**src/rtl/fp_pkg.sv**
```systemverilog
`default_nettype none
// ============================================================================
//  Module   : fp_pkg
//  Brief    : Shared float format constants, accumulator FSM states and
//             the unpacked-float type used by the FP reduction datapath.
//  Revision : 1.0  initial release
// ============================================================================
package fp_pkg;

    localparam int FP_WIDTH  = 32;
    localparam int EXP_WIDTH = 8;
    localparam int MAN_WIDTH = 23;
    localparam int GRD_WIDTH = 3;
    localparam int BIAS      = 2**(EXP_WIDTH-1) - 1;
    localparam int EXP_MAX   = 2**EXP_WIDTH - 1;

    // hidden bit + stored mantissa + guard bits
    localparam int MANT_W    = MAN_WIDTH + GRD_WIDTH + 1;

    typedef enum logic [2:0] {
        IDLE  = 3'd0,
        ALIGN = 3'd1,
        ADD   = 3'd2,
        NORM  = 3'd3,
        OUT   = 3'd4
    } state_t;

    typedef struct packed {
        logic                 sign;
        logic [EXP_WIDTH-1:0] exp;
        logic [MANT_W-1:0]    mant;
    } ufloat_t;

    // Split a packed float; a zero exponent flushes the value to a signed zero.
    function automatic ufloat_t unpack_fp(input logic [FP_WIDTH-1:0] x);
        ufloat_t u;
        u.sign = x[FP_WIDTH-1];
        u.exp  = x[FP_WIDTH-2 -: EXP_WIDTH];
        u.mant = (u.exp == '0) ? '0
                               : {1'b1, x[MAN_WIDTH-1:0], {GRD_WIDTH{1'b0}}};
        return u;
    endfunction

endpackage
`default_nettype wire

```
**src/rtl/fp_acc_seq_lzc.sv**
```systemverilog
`default_nettype none
// ============================================================================
//  Module   : lzc
//  Brief    : Parameterised leading-zero counter. An all-zero input
//             reports WIDTH.
//  Revision : 1.0  initial release
// ============================================================================
module lzc #(
    parameter int WIDTH = 28,
    parameter int CNT_W = $clog2(WIDTH + 1)
) (
    input  logic [WIDTH-1:0] data,
    output logic [CNT_W-1:0] count
);

    // Scan upward so the highest set bit is the last to write the count.
    always_comb begin
        count = CNT_W'(WIDTH);
        for (int i = 0; i < WIDTH; i++) begin
            if (data[i]) begin
                count = CNT_W'(WIDTH - 1 - i);
            end
        end
    end

endmodule
`default_nettype wire

```
**src/rtl/fp_acc_seq.sv**
```systemverilog
`default_nettype none
// ============================================================================
//  Module   : fp_acc_seq
//  Brief    : Sequential floating-point accumulator. Absorbs one product
//             every four cycles over valid/ready and presents the running
//             sum once the element flagged last has been added.
//             Truncation rounding, denormals flushed to zero, Inf/NaN
//             inputs treated as large finite values.
//  Revision : 1.0  initial release
// ============================================================================
module fp_acc_seq #(
    parameter int FP_WIDTH  = 32,
    parameter int EXP_WIDTH = 8,
    parameter int MAN_WIDTH = 23,
    parameter int GRD_WIDTH = 3
) (
    input  logic                clk,
    input  logic                rst_n,
    input  logic                in_valid,
    output logic                in_ready,
    input  logic [FP_WIDTH-1:0] in_data,
    input  logic                in_last,
    output logic                out_valid,
    input  logic                out_ready,
    output logic [FP_WIDTH-1:0] out_data
);

    import fp_pkg::*;

    // Widths below must agree with the format constants in fp_pkg, which
    // size the unpacked-float struct.
    localparam int MW = MAN_WIDTH + GRD_WIDTH + 1;  // hidden + man + guard
    localparam int SW = MW + 1;                     // plus add carry
    localparam int CW = $clog2(SW + 1);             // leading-zero count
    localparam int EW = EXP_WIDTH + 2;              // signed exponent work

    localparam logic signed [EW-1:0] EXP_SAT = EW'(EXP_MAX);

    // ------------------------------------------------------------------
    // State
    // ------------------------------------------------------------------
    state_t                r_state;
    logic [FP_WIDTH-1:0]   r_acc;
    logic [FP_WIDTH-1:0]   r_op;
    logic                  r_last;
    ufloat_t               r_a;
    logic                  r_b_sign;
    logic [MW-1:0]         r_b_mant;
    logic [SW-1:0]         r_sum;
    logic                  r_in_ready;
    logic                  r_out_valid;

    // ------------------------------------------------------------------
    // ALIGN: order operands by magnitude and shift the smaller one down
    // ------------------------------------------------------------------
    ufloat_t               w_x;
    ufloat_t               w_y;
    ufloat_t               w_big;
    ufloat_t               w_small;
    logic                  w_swap;
    logic [EXP_WIDTH-1:0]  w_diff;
    logic [MW-1:0]         w_small_shifted;

    // Pick the larger magnitude as A; bits shifted out of B are simply lost.
    always_comb begin
        w_x    = unpack_fp(r_acc);
        w_y    = unpack_fp(r_op);
        w_swap = (w_y.exp > w_x.exp) ||
                 ((w_y.exp == w_x.exp) && (w_y.mant > w_x.mant));
        w_big   = w_swap ? w_y : w_x;
        w_small = w_swap ? w_x : w_y;
        w_diff  = w_big.exp - w_small.exp;
        if (int'(w_diff) >= MW) begin
            w_small_shifted = '0;
        end else begin
            w_small_shifted = w_small.mant >> w_diff;
        end
    end

    // ------------------------------------------------------------------
    // ADD: magnitude add/subtract; A >= B so subtraction never wraps
    // ------------------------------------------------------------------
    logic [SW-1:0]         w_sum;

    // Like signs add with a carry bit, unlike signs subtract B from A.
    always_comb begin
        if (r_a.sign == r_b_sign) begin
            w_sum = {1'b0, r_a.mant} + {1'b0, r_b_mant};
        end else begin
            w_sum = {1'b0, r_a.mant} - {1'b0, r_b_mant};
        end
    end

    // ------------------------------------------------------------------
    // NORM: renormalise, detect zero/underflow/overflow, truncate guards
    // ------------------------------------------------------------------
    logic [CW-1:0]          w_lz;
    logic [SW-1:0]          w_shifted;
    logic [MW-1:0]          w_mant_n;
    logic signed [EW-1:0]   w_exp_a;
    logic signed [EW-1:0]   w_lz_s;
    logic signed [EW-1:0]   w_exp_n;
    logic [FP_WIDTH-1:0]    w_result;
    logic                   w_unused_bits;

    lzc #(
        .WIDTH (SW),
        .CNT_W (CW)
    ) u_lzc (
        .data  (r_sum),
        .count (w_lz)
    );

    // The count spans the carry bit, so a no-carry sum needs count-1 of
    // left shift to bring its leading one up to the hidden-bit position.
    always_comb begin
        w_exp_a   = $signed({2'b00, r_a.exp});
        w_lz_s    = $signed(EW'(w_lz));
        w_shifted = r_sum << (w_lz - CW'(1));
        if (r_sum[SW-1]) begin
            w_mant_n = r_sum[SW-1:1];
            w_exp_n  = w_exp_a + EW'(1);
        end else begin
            w_mant_n = w_shifted[MW-1:0];
            w_exp_n  = w_exp_a - w_lz_s + EW'(1);
        end

        if ((r_sum == '0) || (w_exp_n <= EW'(0))) begin
            w_result = '0;
        end else if (w_exp_n >= EXP_SAT) begin
            w_result = {r_a.sign, {EXP_WIDTH{1'b1}}, {MAN_WIDTH{1'b0}}};
        end else begin
            w_result = {r_a.sign, w_exp_n[EXP_WIDTH-1:0],
                        w_mant_n[MW-2 -: MAN_WIDTH]};
        end
    end

    // Hidden bit, guard bits and high exponent bits are dropped on packing.
    assign w_unused_bits = ^{w_mant_n[MW-1], w_mant_n[GRD_WIDTH-1:0],
                             w_exp_n[EW-1:EXP_WIDTH], w_shifted[SW-1:MW]};

    // ------------------------------------------------------------------
    // Control FSM with registered handshake outputs
    // ------------------------------------------------------------------

    // One element walks IDLE->ALIGN->ADD->NORM; the last one parks in OUT.
    always_ff @(posedge clk) begin
        if (!rst_n) begin
            r_state     <= IDLE;
            r_acc       <= '0;
            r_op        <= '0;
            r_last      <= 1'b0;
            r_a         <= '0;
            r_b_sign    <= 1'b0;
            r_b_mant    <= '0;
            r_sum       <= '0;
            r_in_ready  <= 1'b1;
            r_out_valid <= 1'b0;
        end else begin
            case (r_state)
                IDLE: begin
                    if (in_valid && r_in_ready) begin
                        r_op       <= in_data;
                        r_last     <= in_last;
                        r_in_ready <= 1'b0;
                        r_state    <= ALIGN;
                    end
                end
                ALIGN: begin
                    r_a      <= w_big;
                    r_b_sign <= w_small.sign;
                    r_b_mant <= w_small_shifted;
                    r_state  <= ADD;
                end
                ADD: begin
                    r_sum   <= w_sum;
                    r_state <= NORM;
                end
                NORM: begin
                    r_acc <= w_result;
                    if (r_last) begin
                        r_out_valid <= 1'b1;
                        r_state     <= OUT;
                    end else begin
                        r_in_ready <= 1'b1;
                        r_state    <= IDLE;
                    end
                end
                OUT: begin
                    if (out_ready) begin
                        r_acc       <= '0;
                        r_out_valid <= 1'b0;
                        r_in_ready  <= 1'b1;
                        r_state     <= IDLE;
                    end
                end
                default: begin
                    r_in_ready  <= 1'b1;
                    r_out_valid <= 1'b0;
                    r_state     <= IDLE;
                end
            endcase
        end
    end

    // Outputs are forced quiet for as long as reset is held.
    assign in_ready  = r_in_ready  & rst_n;
    assign out_valid = r_out_valid & rst_n;
    assign out_data  = rst_n ? r_acc : '0;

endmodule
`default_nettype wire

```
**config.mk**
```make
export PLATFORM = sky130hd
export DESIGN_NAME = fp_acc_seq
export DESIGN_NICKNAME = d
export VERILOG_FILES = /design/src/rtl/fp_pkg.sv /design/src/rtl/fp_acc_seq_lzc.sv /design/src/rtl/fp_acc_seq.sv
export SDC_FILE = /design/constraint.sdc
export NUM_CORES = 1
export LEC_CHECK = 0
export CORE_MARGIN = 5
export CORE_UTILIZATION = 48
export DETAILED_ROUTE_END_ITERATION = 8
export PLACE_DENSITY = 0.75
export SLEW_MARGIN = 20
export SYNTH_ARGS = -nofsm -noshare
export SYNTH_HDL_FRONTEND = slang
export SYNTH_SLANG_ARGS = --single-unit
```
**constraint.sdc**
```tcl
create_clock -name clk -period 16.1 [get_ports clk]
set_clock_uncertainty 0.15 [all_clocks]
set_input_delay 1.61 -clock clk [delete_from_list [all_inputs] [get_ports clk]]
set_output_delay 1.61 -clock clk [all_outputs]
set_load 0.005 [all_outputs]
```
After elaboration in Yosys (flattened, before gate mapping)
Index checks and enable logic that the tools add are counted.
{"block": "word_totals", "regBits": 162, "inputBits": 37, "out_inout_bits": 34, "word_cells": 108}
{"block": "classes", "add_sub_neg": 7, "order_cmp": 5, "n_eq_ne": 10, "shifts": 2, "muxes": 52, "bitwise": 4, "n_reduce_logical": 16}
{"cell": "$mux W32", "count": 3}
{"cell": "$mux W27", "count": 3}
{"cell": "$mux W5", "count": 16}
{"cell": "$mux W36", "count": 2}
{"cell": "$pmux W32 S2", "count": 1}
{"cell": "$mux W4", "count": 8}
{"cell": "$mux W31", "count": 1}
{"cell": "$add A27 B27 Y28", "count": 1}
{"cell": "$logic_not A28 Y1", "count": 1}
{"cell": "$mux W28", "count": 1}
{"cell": "$shl A28 B5 Y26", "count": 1}
{"cell": "$sub A27 B27 Y28", "count": 1}
{"cell": "$gt A27 B27 Y1", "count": 1}
{"cell": "$shr A27 B8 Y27", "count": 1}
{"cell": "$mux W26", "count": 1}
{"cell": "$mux W3", "count": 7}
{"cell": "$logic_not A8 Y1", "count": 2}
{"cell": "$pmux W3 S5", "count": 1}
{"cell": "$add A9 B2 Y10 const B", "count": 1}
{"cell": "$ge A10 B9 Y1 const B", "count": 1}
{"cell": "$le A10 B1 Y1 const B", "count": 1}
{"cell": "$mux W10", "count": 1}
{"cell": "$add A8 B1 Y9 const B", "count": 1}
{"cell": "$sub A8 B5 Y9", "count": 1}
{"cell": "other kinds (24)", "count": 38}

Longest topological paths before layout
{"block": "depth", "word_depth": 35, "ltp_mapped": 23, "ltp_nobuf": 20}

Hierarchy
A second synthesis with hierarchy kept.
{"block": "unflattened", "cells_unflattened": 1734, "hier_area_um2": 12788.5}
{"module": "fp_acc_seq", "instances": 1, "cells_per_inst": 1674, "area_each_um2": 12451.9, "seq_area_each_um2": 3183.1}
{"module": "lzc", "instances": 1, "cells_per_inst": 60, "area_each_um2": 336.6, "seq_area_each_um2": 0.0}

Worst setup path after synthesis
Ideal clock, no wire load.
{"block": "synth_path", "path_kind": "register -> register", "start": "register r_sum[20]", "end": "register r_acc[10]", "setup_time_ns": 0.060, "arrival_time_ns": 5.010, "t_required_ns": 15.890, "path_slack_ns": 10.881, "path_stages_with_launch": 24, "n_path_buf": 3, "synth_period_minus_slack_ns": 5.219, "cell_sequence": "dfxtp_1 > clkbuf_1 > nand2b_1 > a21oi_1 > nor4b_1 > o211ai_1 > a31oi_1 > clkbuf_1 > ha_1 > inv_1 > fa_1 > a21o_1 > a21oi_1 > o21ai_1 > xnor2_1 > and4_1 > o21a_1 > o2111ai_1 > nor3_1 > o32ai_1 > clkbuf_1 > nor4_1 > and2_0 > a221o_1"}
{"block": "synth_via", "elab_chain_len": 15, "elab_cells_between_ends": 21, "classes_between": "3 x add/sub; 2 x order compare; 1 x shift; 13 x mux; 2 x reduce/logical"}
{"item": "start, declared", "line_no": "fp_acc_seq.sv:49", "rtl": "logic [SW-1:0] r_sum;"}
{"item": "start signal, assigned", "line_no": "fp_acc_seq.sv:176", "rtl": "r_sum <= w_sum;"}
{"item": "$mux W5 (8 in a row)", "line_no": "fp_acc_seq_lzc.sv:20", "rtl": "if (data[i]) begin"}
{"item": "$sub A8 B5 Y9", "line_no": "fp_acc_seq.sv:125", "rtl": "w_exp_n = w_exp_a - w_lz_s + EW'(1);"}
{"item": "$add A9 B2 Y10", "line_no": "fp_acc_seq.sv:125"}
{"item": "$mux W10", "line_no": "fp_acc_seq.sv:120", "rtl": "if (r_sum[SW-1]) begin"}
{"item": "$ge A10 B9 Y1 / $le A10 B1 Y1 (equally long branches)", "line_no": "fp_acc_seq.sv:130, fp_acc_seq.sv:128"}
{"item": "$mux W31 / $logic_or A1 B1 Y1 (equally long branches)", "line_no": "fp_acc_seq.sv:130, fp_acc_seq.sv:128"}
{"item": "$mux W32 *", "line_no": "fp_acc_seq.sv:128", "rtl": "if ((r_sum == '0) || (w_exp_n <= EW'(0))) begin"}
{"item": "$pmux W32 S2 *", "line_no": "fp_acc_seq.sv:160", "rtl": "case (r_state)"}
{"item": "end signal, assigned", "line_no": "fp_acc_seq.sv:180", "rtl": "r_acc <= w_result;"}
{"item": "end, declared", "line_no": "fp_acc_seq.sv:43", "rtl": "logic [FP_WIDTH-1:0] r_acc;"}
Mark *: on every way between the ends. The rest lies on a longest branch, timed or not.
A chain may end at the register's enable or synchronous reset.

Worst setup path in the final report
{"block": "layout_path", "start": "register r_op[24]", "end": "register r_b_mant[1]"}
{"block": "layout_via", "elab_chain_len": 9, "elab_cells_between_ends": 13, "classes_between": "1 x add/sub; 3 x order compare; 1 x eq/ne; 1 x shift; 4 x mux; 3 x reduce/logical"}
{"item": "start, declared", "line_no": "fp_acc_seq.sv:44", "rtl": "logic [FP_WIDTH-1:0] r_op;"}
{"item": "start signal, assigned", "line_no": "fp_acc_seq.sv:163", "rtl": "r_op <= in_data;"}
{"item": "$logic_not A8 Y1", "line_no": "fp_pkg.sv:39", "rtl": "u.mant = (u.exp == '0) ? '0"}
{"item": "$mux W27", "line_no": "fp_pkg.sv:39"}
{"item": "$gt A27 B27 Y1", "line_no": "fp_acc_seq.sv:69", "rtl": "((w_y.exp == w_x.exp) && (w_y.mant > w_x.mant));"}
{"item": "$logic_and A1 B1 Y1", "line_no": "fp_acc_seq.sv:69"}
{"item": "$logic_or A1 B1 Y1", "line_no": "fp_acc_seq.sv:68", "rtl": "w_swap = (w_y.exp > w_x.exp) ||"}
{"item": "$mux W36 (on tied branches)", "line_no": "fp_acc_seq.sv:70, fp_acc_seq.sv:71"}
{"item": "$sub A8 B8 Y8", "line_no": "fp_acc_seq.sv:72", "rtl": "w_diff = w_big.exp - w_small.exp;"}
{"item": "$shr A27 B8 Y27 / $ge A8 B5 Y1 (equally long branches)", "line_no": "fp_acc_seq.sv:76, fp_acc_seq.sv:73"}
{"item": "$mux W27 *", "line_no": "fp_acc_seq.sv:73", "rtl": "if (int'(w_diff) >= MW) begin"}
{"item": "end signal, assigned", "line_no": "fp_acc_seq.sv:172", "rtl": "r_b_mant <= w_small_shifted;"}
{"item": "end, declared", "line_no": "fp_acc_seq.sv:48", "rtl": "logic [MW-1:0] r_b_mant;"}
Marked as above.

==> impl_metrics.py <==
metrics = {
    "job": {
        "drv_cap": 0,
    },
    "power": {
        "peakVddDrop_v": 0.0001097,
        "power_density_nw_per_um2": 127.9,
        "leakagePower_nw": 5.775,
    },
    "global_route": {
        "grt_start_max_net_pins": 75,
        "grt_pass1_wl_um": 67450,
        "grt_pass1_vias": 11970,
        "track_usage": 0.2737,
        "overflow": 0,
        "antenna_found_initial": 2,
    },
    "floorplanning": {
        "die_y_um": 174.7,
        "die_area_um2": 30500,
        "io_pins": 71,
        "chipWidth_um": 174.7,
        "rows": 60,
        "core_area_um2": 26800,
        "start_util": 0.4855,
    },
    "route": {
        "drtPass1Iterations": 6,
        "via_per_inst": 6.291,
        "drt_iter0_drc": 1530,
        "drt_wl_total_um": 42980,
        "drcViolationCount": 0,
        "postRouteAntennaNets": 0,
        "vias": 13020,
        "post_drt_wl_per_cell_um": 20.77,
    },
    "setup_path": {
        "crit_type": "flip-flop to flip-flop",
        "rr_worst_depth": 19,
        "rr_endpoint": "r_b_mant[1]",
        "end_kind": "flip-flop",
        "endpoint": "r_b_mant[1]",
        "crit_path_cell_trace": "nor4_1 -> nand2_1 -> nand2_1 -> inv_1 -> ha_1 -> nand4_1 -> nor2_1 -> o21ai_0 -> a21oi_1 -> o21ai_4 -> mux2i_1 -> ha_1 -> o31ai_1 -> a21oi_1 -> a211o_1 -> or3_1 -> o21ai_4 -> nand4_1 -> o211ai_1",
        "r2r-start": "r_op[24]",
        "worstPathRequired_ns": 16.30,
        "worstPathMaxFanout": 28,
        "worstSetupStartpointType": "flip-flop",
        "worst_path_max_delay_cell": "a21oi_1",
        "critPathLaunch": "r_op[24]",
        "slowest_delay_ns": 0.61,
        "reg2reg_setup_slack_ns": 9.86,
        "cp_data_arrival_time_ns": 6.44,
    },
    "sta": {
        "drv_slew": 0,
        "hold_violations": 0,
        "relSlewSlack": 0.3067,
        "rsz0062_at_grt": "false",
        "finalCritPeriodShare": 0.3874,
        "fmax_mhz": 160.3,
        "finalSetupViolations": 0,
        "setup_tns_ns": 0,
        "hold_slack_ns": 0.3092,
        "worst_pin_slew_ns": 1.040,
        "fin_crit_ns": 6.238,
    },
    "logic_synthesis": {
        "synth_nets": 1814,
        "synth-edff-count": 0,
        "synth_area_per_cell_um2": 7.619,
        "synthFlopType": "dfxtp_1",
        "async_flop_share": 0,
        "synth_warnings": 0,
        "syn_area_um2": 13010,
        "ys_types": 87,
        "synth_cells": 1708,
        "ys_seq_elements": 159,
        "yosysSeqAreaShare": 0.2446,
    },
    "worst_hold_path": {
        "min_from": "r_op[6]",
        "hold_class": "flip-flop to flip-flop",
    },
    "clock_tree": {
        "h-tree-depth": 4,
        "holdBufCountCts": 0,
        "post_cts_buffers": 0,
        "cts_resized": 0,
        "cts_tree": "built",
        "clock_path_buffers": 2,
        "cts-root-buf": "clkbuf_16",
        "cts_sinks": 159,
        "numCtsBuffers": 17,
        "clk_pin_slew_ns": 0.08,
        "clk_latency_ns": 0.45,
    },
    "layout": {
        "drive_gt1_frac": 0.06076,
        "final_nets": 1821,
        "area_delta_synth_final_pct": 11.73,
        "diodes": 0,
    },
    "place": {
        "gp_congestion": 1.007,
        "place_hpwl_um": 33190,
        "port_buffers": 70,
    },
    "outcome": {
        "status": "finished clean",
    },
}
## final cells by class
type	instances	area, um^2
inverter	65	245.2
clock buffer	18	429.2
fill	2536	12260
clock inverter	14	166.4
multi-input combinational	1378	9208
sequential	159	3183
tap	341	426.7
timing repair buffer	94	880.8
## cells in the final DEF (no fill, tap or decap), types with 15 or more instances in the layout
master / instances
dfxtp_1: 159
a22o_1: 21
xor2_1: 25
nor3_1: 43
and3_1: 15
nor4_1: 19
a21oi_1: 122
xnor2_1: 35
nand2_1: 263
nand3_1: 44
clkdlybuf4s50_1: 70
and2_1: 46
a211oi_1: 28
o21ai_0: 84
mux2i_1: 140
inv_1: 63
ha_1: 67
nor2_1: 148
a21o_1: 16
nand4_1: 19
buf_4: 24
clkbuf_16: 17
a311oi_1: 15
## sequential cells by signal, indices dropped and copies added (netlist names)
signal and flops:
r_b_sign 1, r_in_ready 1, r_sum 28, r_acc 32
r_b_mant 27, r_op 32, r_last 1, r_out_valid 1
r_a 33, r_state 3
## where the power goes
group	total [mW]	internal (mW)	leakage (nW)	switching, mW
logic	0.984	0.353	4.20	0.631
registers	0.455	0.419	1.29	0.0354
clock network	0.420	0.222	0.285	0.198
total	1.86	0.994	5.77	0.865
## cells in the mapped netlist, drive strengths merged, types with 5 or more instances
cell	count	area [um^2]
a211oi	29	230.2
a21o	16	120.1
a21oi	122	610.6
a221o	9	90.09
a22o	21	183.9
a311oi	18	170.2
a31oi	14	93.84
a32oi	8	70.07
and2	48	300.3
and3	15	93.84
buf	25	136.4
clkbuf	81	304.0
dfxtp	159	3183
ha	67	838.3
inv	64	240.2
mux2	11	123.9
mux2i	140	1401
mux4	14	315.3
nand2	264	993.5
nand2b	12	75.07
nand3	44	220.2
nand3b	7	52.55
nand4	19	118.9
nor2	149	559.3
nor2b	10	62.56
nor3	46	240.2
nor3b	6	45.04
nor4	19	118.9
o2111ai	5	43.79
o211ai	13	97.59
o21a	8	60.06
o21ai	91	474.2
o22ai	8	50.05
o31ai	8	60.06
or3	15	98.84
xnor2	36	322.8
xor2	28	252.8
## routing by layer
metal | share of wire | track usage | routed length (um)
met3 | 0.073 | 0.04565 | 3126
met2 | 0.46 | 0.4394 | 19640
met1 | 0.44 | 0.3743 | 18710
met4 | 0.035 | 0.09460 | 1502
met5 | 0 | 0 | 0
## stage by stage
step / utilization / area, um^2 / total power [mW] / cells / setup WS [ns]
after global placement: 0.5203 / 13940 / 1.419 / 2037 / 9.957
after detailed placement: 0.5203 / 13940 / 1.423 / 2037 / 9.978
final: 0.5425 / 14540 / 1.859 / 2069 / 9.862
after floorplan: - / 13010 / 1.201 / 1708 / 10.88
after global routing: 0.5425 / 14540 / 1.953 / 2069 / 9.434
after CTS: 0.5425 / 14540 / 1.841 / 2069 / 9.952
## cells by family after synthesis
kind of cell,Yosys count,synth area share
buffers and inverters,171,0.05260
muxes,165,0.1414
adders and majority gates,69,0.06750
xor gates and xnor gates,64,0.04423
and+or+nand+nor,666,0.2365
DFF,159,0.2446
AOI/OAI and AO/OA,414,0.2131
## worst max-delay path: cells and delay by family, from the launching register on
kind	cells	cell delay, ns
DFF	1	0.39
buffers and inverters	1	0.10
adders and majority gates	2	0.55
and+or+nand+nor	7	2.41
muxes	1	0.21
AOI/OAI and AO/OA	8	2.32
## worst min path at each step
stage / to / slack, ns / cells past startpoint
after floorplan: r_op[0] / 0.29 / 2
after global placement: r_op[2] / 0.29 / 2
after detailed placement: r_op[3] / 0.30 / 2
after CTS: r_op[6] / 0.31 / 2
after global routing: r_op[17] / 0.33 / 2
final: r_op[6] / 0.31 / 2
(Power assumes the default switching activity.)
